--- config.mk ---
export PLATFORM = sky130hd
export DESIGN_NAME = controlador_cambio
export DESIGN_NICKNAME = d
export VERILOG_FILES = /design/src/rtl/controlador_cambio.sv
export SDC_FILE = /design/constraint.sdc
export NUM_CORES = 1
export LEC_CHECK = 0
export CORE_MARGIN = 2
export CORE_UTILIZATION = 40
export CTS_CLUSTER_SIZE = 10
export DETAILED_ROUTE_END_ITERATION = 7
export HOLD_SLACK_MARGIN = 0.05
export PLACE_DENSITY = 0.69
export SLEW_MARGIN = 40
export SYNTH_ARGS = -nofsm -noshare
export SYNTH_HDL_FRONTEND = slang
export SYNTH_SLANG_ARGS = --single-unit
--- constraint.sdc ---
create_clock -name clk -period 3.1 [get_ports clk]
set_clock_uncertainty 0.05 [all_clocks]
set_input_delay 0.465 -clock clk [delete_from_list [all_inputs] [get_ports clk]]
set_output_delay 0.465 -clock clk [all_outputs]
set_load 0.02 [all_outputs]
--- src/rtl/controlador_cambio.sv ---
// Change dispenser: greedily pays out owed change in 5/2/1-unit coins through a
// request/acknowledge coin ejector, tracking per-denomination stock.
module controlador_cambio #(
  parameter int unsigned TIMEOUT    = 255,
  parameter int unsigned STOCK_INIT = 15
) (
  input  logic       clk,
  input  logic       reset,
  input  logic       cambio_valid,
  input  logic [3:0] cambio,
  input  logic       refill,
  input  logic       eject_ack,
  output logic       eject_req,
  output logic [1:0] eject_coin,
  output logic       busy,
  output logic       done,
  output logic       error,
  output logic [3:0] pendiente,
  output logic [3:0] stock1,
  output logic [3:0] stock2,
  output logic [3:0] stock5
);

  localparam int unsigned CW        = 8;
  localparam logic [CW-1:0] CNT_LAST = CW'(TIMEOUT - 1);
  localparam logic [3:0] STOCK_RST  = 4'(STOCK_INIT);
  localparam logic [1:0] COIN_NONE  = 2'b00;
  localparam logic [1:0] COIN_1     = 2'b01;
  localparam logic [1:0] COIN_2     = 2'b10;
  localparam logic [1:0] COIN_5     = 2'b11;

  typedef enum logic [2:0] {
    IDLE   = 3'd0,
    SELECT = 3'd1,
    EJECT  = 3'd2,
    GAP    = 3'd3,
    DONE   = 3'd4,
    ERROR  = 3'd5
  } state_t;

  state_t          state;
  logic [CW-1:0]   cnt;

  // Outputs are registered alongside the state: each transition sets the
  // outputs that belong to the state being entered.
  always_ff @(posedge clk) begin
    if (reset) begin
      state      <= IDLE;
      cnt        <= '0;
      eject_req  <= 1'b0;
      eject_coin <= COIN_NONE;
      busy       <= 1'b0;
      done       <= 1'b0;
      error      <= 1'b0;
      pendiente  <= '0;
      stock1     <= STOCK_RST;
      stock2     <= STOCK_RST;
      stock5     <= STOCK_RST;
    end else begin
      done  <= 1'b0;
      error <= 1'b0;
      case (state)
        IDLE: begin
          if (refill) begin
            stock1 <= STOCK_RST;
            stock2 <= STOCK_RST;
            stock5 <= STOCK_RST;
          end
          if (cambio_valid) begin
            pendiente <= cambio;
            busy      <= 1'b1;
            state     <= SELECT;
          end
        end

        // Largest coin that fits the remaining amount and is still in stock
        SELECT: begin
          if (pendiente == 4'd0) begin
            done  <= 1'b1;
            state <= DONE;
          end else if (pendiente >= 4'd5 && stock5 != 4'd0) begin
            eject_req  <= 1'b1;
            eject_coin <= COIN_5;
            cnt        <= '0;
            state      <= EJECT;
          end else if (pendiente >= 4'd2 && stock2 != 4'd0) begin
            eject_req  <= 1'b1;
            eject_coin <= COIN_2;
            cnt        <= '0;
            state      <= EJECT;
          end else if (stock1 != 4'd0) begin
            eject_req  <= 1'b1;
            eject_coin <= COIN_1;
            cnt        <= '0;
            state      <= EJECT;
          end else begin
            error <= 1'b1;
            state <= ERROR;
          end
        end

        // An acknowledge on the final wait cycle still counts as delivered
        EJECT: begin
          if (eject_ack) begin
            case (eject_coin)
              COIN_5: begin
                pendiente <= pendiente - 4'd5;
                stock5    <= stock5 - 4'd1;
              end
              COIN_2: begin
                pendiente <= pendiente - 4'd2;
                stock2    <= stock2 - 4'd1;
              end
              COIN_1: begin
                pendiente <= pendiente - 4'd1;
                stock1    <= stock1 - 4'd1;
              end
              default: ;
            endcase
            eject_req  <= 1'b0;
            eject_coin <= COIN_NONE;
            state      <= GAP;
          end else if (cnt == CNT_LAST) begin
            eject_req  <= 1'b0;
            eject_coin <= COIN_NONE;
            error      <= 1'b1;
            state      <= ERROR;
          end else begin
            cnt <= cnt + CW'(1);
          end
        end

        GAP: state <= SELECT;

        DONE, ERROR: begin
          busy  <= 1'b0;
          state <= IDLE;
        end

        default: begin
          eject_req  <= 1'b0;
          eject_coin <= COIN_NONE;
          busy       <= 1'b0;
          state      <= IDLE;
        end
      endcase
    end
  end

endmodule

======== Word level (Yosys, flattened, before mapping) ========
Index checks and enable logic that the tools add are counted.
storage, ports and cells
  bits in registers ....................... 33
  bits in latches ......................... 0
  RAM bits ................................ 0
  bits in read-only memories .............. 0
  input port bits ......................... 9
  output and inout port bits .............. 22
  word-level logic and storage cells ...... 117
  memories kept ........................... 0
operators by class
  $add $sub $neg .......................... 7
  multipliers ............................. 0
  div/mod/pow operators ................... 0
  order comparisons ....................... 2
  equal/unequal tests ..................... 21
  shifts and indexed selects .............. 0
  multiplexer cells ....................... 53
  bitwise gates (word level) .............. 3
  reduce and logical (&&, ||, !) cells .... 20
operator list
  kind                 number
  $mux 8               6
  $mux 4               9
  $pmux 4 s2           4
  $mux 3               7
  $reduce_and 4->1     5
  $pmux 8 s2           1
  $sub 4x1->4 const B  4
  $mux 1               14
  $mux 2               6
  $ne 2x2->1 const B   6
  $pmux 3 s4           1
  $pmux 4 s3           1
  $reduce_bool 4->1    3
  $add 8x1->8 const B  1
  $eq 8x8->1 const B   1
  $eq 3x2->1 const B   2
  $eq 3x3->1 const B   2
  $ne 2x1->1 const B   3
  $pmux 2 s3           1
  $reduce_and 5->1     1
  $eq 2x2->1 const B   2
  $ge 4x2->1 const B   1
  $ge 4x3->1 const B   1
  $logic_not 4->1      1
  other kinds (17)     23

======== Logic depth before layout (Yosys ltp) ========
Gate-level depths: netlist of the first run.
  depth after elaboration ................. 6
  mapped depth ............................ 8
  mapped depth without buffers ............ 7

======== Worst setup path before layout of the first run ========
Ideal clock, no wire load.
  kind .................................... reg2reg
  from .................................... register pendiente[1]
  to ...................................... register cnt[6]
  setup time .............................. 0.072 ns
  arrival ................................. 1.987 ns
  required time ........................... 2.978 ns
  slack ................................... 0.992 ns
  stages on the path, launching flop included .. 8
  buffers on the path ..................... 0
  clock period less this slack ............ 2.108 ns
  cell sequence ........................... dfxtp_1 -> inv_1 -> ha_1 -> nor3b_1 -> nor3_1 -> nand3_1 -> o21ai_1 -> mux2i_1
on the way
  cells in the longest elaborated chain, start to end .. 6
  elaborated cells on any way between the ends .. 12
  classes of those cells .................. 2 x order compare; 2 x eq/ne; 4 x mux; 4 x reduce/logical
ends and longest elaborated chain
  item                    line  RTL
  from (decl)             18    output logic [3:0] pendiente,
  from (signal assigned)  70    pendiente <= cambio;
  from (signal assigned)  107   pendiente <= pendiente - 4'd5;
  from (signal assigned)  111   pendiente <= pendiente - 4'd2;
  $ge 4x2->1              86    end else if (pendiente >= 4'd2 && stock2 != 4'd0) begin
  $logic_and 1x1->1       86
  $mux 8                  86
  $mux 8                  81    end else if (pendiente >= 4'd5 && stock5 != 4'd0) begin
  $mux 8                  78    if (pendiente == 4'd0) begin
  $pmux 8 s2              62    case (state)
  to (signal assigned)    129   cnt <= cnt + CW'(1);
  to (decl)               42    logic [CW-1:0] cnt;
Parallel ways exist; a longest one is shown, timed or not. The select of a mux whose other input is x is not followed.
A chain may end at the register's enable or synchronous reset.

======== Worst setup path after layout of the first run ========
  from .................................... register pendiente[0]
  to ...................................... register cnt[1]
The elaborated chain is that of the path after synthesis.

==> results.yml, run 1 <==
outcome:
  status: "complete, no violations"
cells_and_area:
  antenna_cells: 0
  fillers: 467
  final_util_pct: 50.7
  area_delta_synth_final_pct: 22.4
  multiInputGateArea_um2: 1170
  final_nets: 291
  final-seq-area_um2: 661
  instances_no_fill: 320
  stdcell_area_um2: 2380
  final_layout_size_suffix_gt1_share_pct: 4.89
synth:
  ys_warn_count: 0
  seq_area_frac_synth_pct: 34.0
  synth_edf_count: 0
  syn_area_um2: 1940
  ys_async_sr_fraction_pct: 0
  synth_nets: 264
  syn_inst: 238
  syn_avg_cell_area_um2: 8.16
  synth_ff_type: "dfxtp_1"
  ys_ff_latch: 33
  yosysUniqueCellTypes: 47
clocking:
  cts_setup_buffers: 0
  cts.sinks: 33
  cts_buffer_depth: 2
  clkTransAtPathRegs_ns: 0.07
  clock_latency_ns: 0.29
  cts_resized: 0
  hold_buffers: 0
  htree_levels: 2
  cts_root_buffer: "clkbuf_8"
  cts_buffers: 5
  tritoncts: "yes"
timing:
  hold_viol: 0
  min_period_over_period_pct: 71.9
  setup_viol: 0
  tns_ns: 0
  timing_max_transition_violations_final: 0
  fin_crit_ns: 2.23
  rsz0062_at_grt: "no"
  maxSlewHeadroom_pct: 57.4
  max_freq_mhz: 449
  tightest_slew_ns: 0.637
route:
  drc_errors: 0
  routed_via_density: 5.62
  wl_per_cell_um: 14.2
  ant_nets: 0
  drt_first_pass_iters: 4
  finalWirelength_um: 4550
  drt_iter0_markers: 88
  vias: 1799
setup_path:
  worstPathRequired_ns: 3.25
  cp_max_fo: 11
  rrSetupSlack_ns: 0.87
  startpoint_type: "flop"
  worstPathArrival_ns: 2.38
  cp-end-kind: "flop"
  crit_type: "reg -> reg"
flow_run:
  drv_cap: 0
global_route:
  antenna_found_initial: 0
  grt_pass1_vias: 1590
  grt-ovfl-total: 0
  grt_pass1_wl_um: 7590
  grt.total_usage_pct: 18.4
  grt_max_degree: 16
power:
  p_leak_nw: 0.951
  vdd_drop_max_mv: 0.426
  power.density_nw_per_um2: 608
place:
  gp_congestion: 0.821
  portBuffers: 30
  place_area_um2: 2280
  place_inst: 312
  hpwl_um: 3300
floorplanning:
  die_width_um: 73.7
  coreArea_um2: 4690
  ios: 31
  start_util_pct: 41.4
  die_y_um: 73.7
  rows: 25
  die-area_um2: 5430
min_path:
  min_path_type: "reg -> reg"
-- per-stage QoR --
step	hold WS [ns]	total power [mW]	worst slack [ns]
after global placement	0.430	1.09	0.820
after global routing	0.462	1.54	0.686
after detailed placement	0.425	1.09	0.786
after floorplan	0.407	0.915	0.992
after CTS	0.444	1.46	0.856
final	0.440	1.45	0.872
-- worst paths after layout --
kind | startpoint | end | cells past startpoint
setup / recovery | pendiente[0] | cnt[1] | 7
hold / removal | eject_req | eject_req | 2
hold reg to reg | eject_req | eject_req | 2
setup reg to reg | pendiente[0] | cnt[1] | 7
-- cells in the final DEF (no fill, tap or decap), types with 2 or more instances in the layout --
cell	count
o21ai_1	7
clkbuf_8	7
nor3_1	7
inv_1	17
nand3_1	11
clkdlybuf4s50_1	30
o2111ai_1	5
buf_4	2
nor3b_1	2
a21oi_1	24
nor2_1	14
and3_1	5
xor2_1	6
or4_1	2
a311oi_1	2
dfxtp_1	33
o21ai_0	8
o32ai_1	3
ha_1	17
nand2_1	20
o211ai_1	3
nand4_1	5
xnor2_1	4
nand2b_1	5
a211o_1	2
nor2b_1	2
-- synth_stat cells, types with 2 or more instances --
cell type,number,share of area [%]
a211o_1,2,0.90
clkbuf_1,9,1.7
and3_1,5,1.6
inv_1,17,3.3
nand2_1,20,3.9
dfxtp_1,33,34
nor3_1,7,1.8
nor2_1,14,2.7
xnor2_1,4,1.8
ha_1,17,11
o211ai_1,3,1.2
o32ai_1,3,1.4
nand2b_1,5,1.6
xor2_1,6,2.7
a311oi_1,2,0.90
nand4_1,5,1.6
nor2b_1,2,0.64
o21ai_1,7,1.8
o21ai_0,8,2.1
nand3_1,11,2.8
buf_2,3,0.77
a21oi_1,24,6.2
o2111ai_1,5,2.3
nor3b_1,2,0.77
or4_1,2,0.77
-- per-layer routing --
layer  track usage (%)  wire length [um]  up-vias
li1                  -                 -      912
met1              23.3              2220      852
met2              29.9              2100       28
met3              4.66               150        7
met4              6.87                72        0
met5                 0                 0        -
-- sequential cells by signal (all words and copies together), names as in the netlist --
signal	count
busy	1
cnt	8
done	1
eject_coin	2
eject_req	1
error	1
pendiente	4
state	3
stock1	4
stock2	4
stock5	4
-- power by group --
part | switching, mW | internal (mW)
clock network | 0.160 | 0.201
registers | 0.0710 | 0.472
logic | 0.317 | 0.225
total | 0.549 | 0.897
-- cell type report --
class                   count  area share, %
clock buffers               7           4.05
clock inverters             1          0.210
inverters                  17           2.68
multi-input cells         176           49.2
flip-flops and latches     33           27.8
well taps                  54           2.84
repair buffers             32           13.3
-- worst max-delay path, cell delays in order (launching register included) --
cell and delay [ns]:
dfxtp_1 0.49, inv_1 0.14, ha_1 0.22, nor4_1 0.22
a21o_1 0.17, o2111a_1 0.45, o21ai_1 0.18, o31ai_1 0.22
-- cell families (layout without fill, tap and decap cells) --
logic type	count (synthesis)	after routing	synth area share [%]
flops	33	33	34.0
fa+ha+maj	17	17	10.9
simple gates	82	82	21.8
xor+xnor	10	10	4.51
compound gates	66	66	22.4
mux	1	1	0.515
buf+inv	29	57	5.79
(Power assumes the default switching activity.)
==> inputs of run 2 (changes only) <==
==> constraint.sdc (replaced) <==
create_clock -name clk -period 2.1 [get_ports clk]
set_clock_uncertainty 0.05 [all_clocks]
set_input_delay 0.315 -clock clk [delete_from_list [all_inputs] [get_ports clk]]
set_output_delay 0.315 -clock clk [all_outputs]
set_load 0.02 [all_outputs]
==> results.yml, run 2 (synthesis gave the netlist of run 1 again) <==
outcome:
  status: "complete, no violations"
global_route:
  grt_pass1_vias: 1707
  grt_max_degree: 15
  grt-ovfl-total: 0
  use_met3_pct: 4.12
  grt_use_met2_pct: 29.7
  grt_pass1_wl_um: 8180
  grt.busiest_layer: "met2"
  use_met1_pct: 27.7
  grt.total_usage_pct: 19.4
  antenna_found_initial: 0
setup_path:
  cp_top_family: "compound AO/OA/AOI/OAI gates"
  cp_max_fo: 5
  worstPathRequired_ns: 2.27
  reg2reg_to: "cnt[7]"
  cp_slowest_cell: "a2111oi_1"
  startpoint_type: "flop"
  crit_type: "reg -> reg"
  reg2reg_depth: 7
  slowest_delay_ns: 0.43
  r2r_start: "pendiente[1]"
  path_buf_inv: 1
  rrSetupSlack_ns: 0.11
  cp-end-kind: "flop"
  path_cells: "inv_1 > ha_1 > nand2b_1 > a21oi_2 > o2111ai_2 > a2111oi_1 > o21bai_1"
  worstPathArrival_ns: 2.16
floorplanning:
  ios: 31
  rows: 25
  die_width_um: 73.7
  die_y_um: 73.7
  start_util_pct: 41.4
  coreArea_um2: 4690
  die-area_um2: 5430
power:
  power_mw: 2.28
  p_leak_nw: 1.04
  power.density_nw_per_um2: 896
  vdd_drop_max_mv: 0.482
cells_and_area:
  stdcell_area_um2: 2540
  area_delta_synth_final_pct: 31.0
  antenna_cells: 0
  final_cell_mix: "33 x dfxtp_1, 30 x clkdlybuf4s50_1, 22 x a21oi_1, 20 x nand2_1, 19 x buf_4"
  fillers: 440
  instances_no_fill: 337
  final_nets: 308
  largest_reg_flops: 8
  regMostFlops: "cnt"
  final_layout_size_suffix_gt1_share_pct: 13.1
  final_common_cell: "dfxtp_1"
  final_util_pct: 54.2
route:
  drt_iter0_markers: 94
  drt_first_pass_iters: 4
  wl_per_cell_um: 14.7
  drc_errors: 0
  vias: 1893
  ant_nets: 0
  routed_via_density: 5.62
  finalWirelength_um: 4940
timing:
  max_freq_mhz: 503
  setup_viol: 0
  maxSlewHeadroom_pct: 66.2
  fin_crit_ns: 1.99
  worst_slack_ns: 0.112
  timing_max_transition_violations_final: 0
  tns_ns: 0
  hold_slack_ns: 0.451
  min_period_over_period_pct: 94.7
  hold_viol: 0
  tightest_slew_ns: 0.505
clocking:
  tritoncts: "yes"
  cts_buffer_depth: 2
  htree_levels: 2
  cts_root_buffer: "clkbuf_8"
  clkTransAtPathRegs_ns: 0.07
  cts_buffers: 5
  hold_buffers: 0
  cts.sinks: 33
  clock_latency_ns: 0.29
place:
  gp_congestion: 0.860
  hpwl_um: 3610
  place_inst: 328
  place_area_um2: 2400
  place_ws_ns: 0.0536
  portBuffers: 30
min_path:
  holdPathEnd: "eject_req"
  worstHoldStart: "eject_req"
  min_path_type: "reg -> reg"
  holdPathStages: 2
flow_run:
  drv_cap: 0
## run 2: worst reg2reg max path, cell delays in order, from the launching register on
cell and delay [ns]:
dfxtp_1 0.38, inv_1 0.11, ha_1 0.19, nand2b_1 0.15, a21oi_2 0.21, o2111ai_2 0.24, a2111oi_1 0.43, o21bai_1 0.15
## run 2: worst max-delay path by stage
stage | start | end | depth (start not counted)
final | pendiente[1] | cnt[7] | 7
after global routing | stock5[0] | cnt[2] | 6
after CTS | pendiente[1] | cnt[7] | 7
after detailed placement | eject_ack | pendiente[1] | 5
after global placement | eject_ack | cnt[4] | 5
after floorplan | pendiente[1] | cnt[7] | 7
## run 2: report_power, final
group | switching, mW | leakage (nW) | total (mW) | internal [mW]
Clock | 0.244 | 0.0542 | 0.540 | 0.296
Combinational | 0.547 | 0.718 | 0.960 | 0.413
Sequential | 0.0832 | 0.269 | 0.779 | 0.696
Total | 0.874 | 1.04 | 2.28 | 1.41
## run 2: area by class of cell
| class | count | area [um^2] | area share, % |
|---|---|---|---|
| inverters | 17 | 63.8 | 2.51 |
| flip-flops and latches | 33 | 661 | 26.0 |
| clock buffers | 7 | 96.3 | 3.79 |
| clock inverters | 1 | 5.00 | 0.197 |
| multi-input cells | 176 | 1210 | 47.5 |
| well taps | 54 | 67.6 | 2.65 |
| repair buffers | 49 | 443 | 17.4 |
## run 2: routing by layer
metal  wire length (um)  up-vias
met5                  0        -
met4                 53        0
met3                260        4
met2               2220       49
met1               2400      894
li1                   -      946
## run 2: repair_timing
action	CTS	global route
gates resized for setup	0	9
setup endpoints to repair	0	15
setup buffers	0	1
==> inputs of run 3 (changes only) <==
--- a/config.mk
+++ b/config.mk
@@ -5,11 +5,12 @@
 export SDC_FILE = /design/constraint.sdc
 export NUM_CORES = 1
 export LEC_CHECK = 0
+export ABC_CLOCK_PERIOD_IN_PS = 2100
 export CORE_MARGIN = 2
 export CORE_UTILIZATION = 40
 export CTS_CLUSTER_SIZE = 10
 export DETAILED_ROUTE_END_ITERATION = 7
-export HOLD_SLACK_MARGIN = 0.05
+export HOLD_SLACK_MARGIN = 0.02
 export PLACE_DENSITY = 0.69
 export SLEW_MARGIN = 40
 export SYNTH_ARGS = -nofsm -noshare
==> results of run 3 <==
Same layout as run 2: the final DEF is identical, and so are final timing and power.
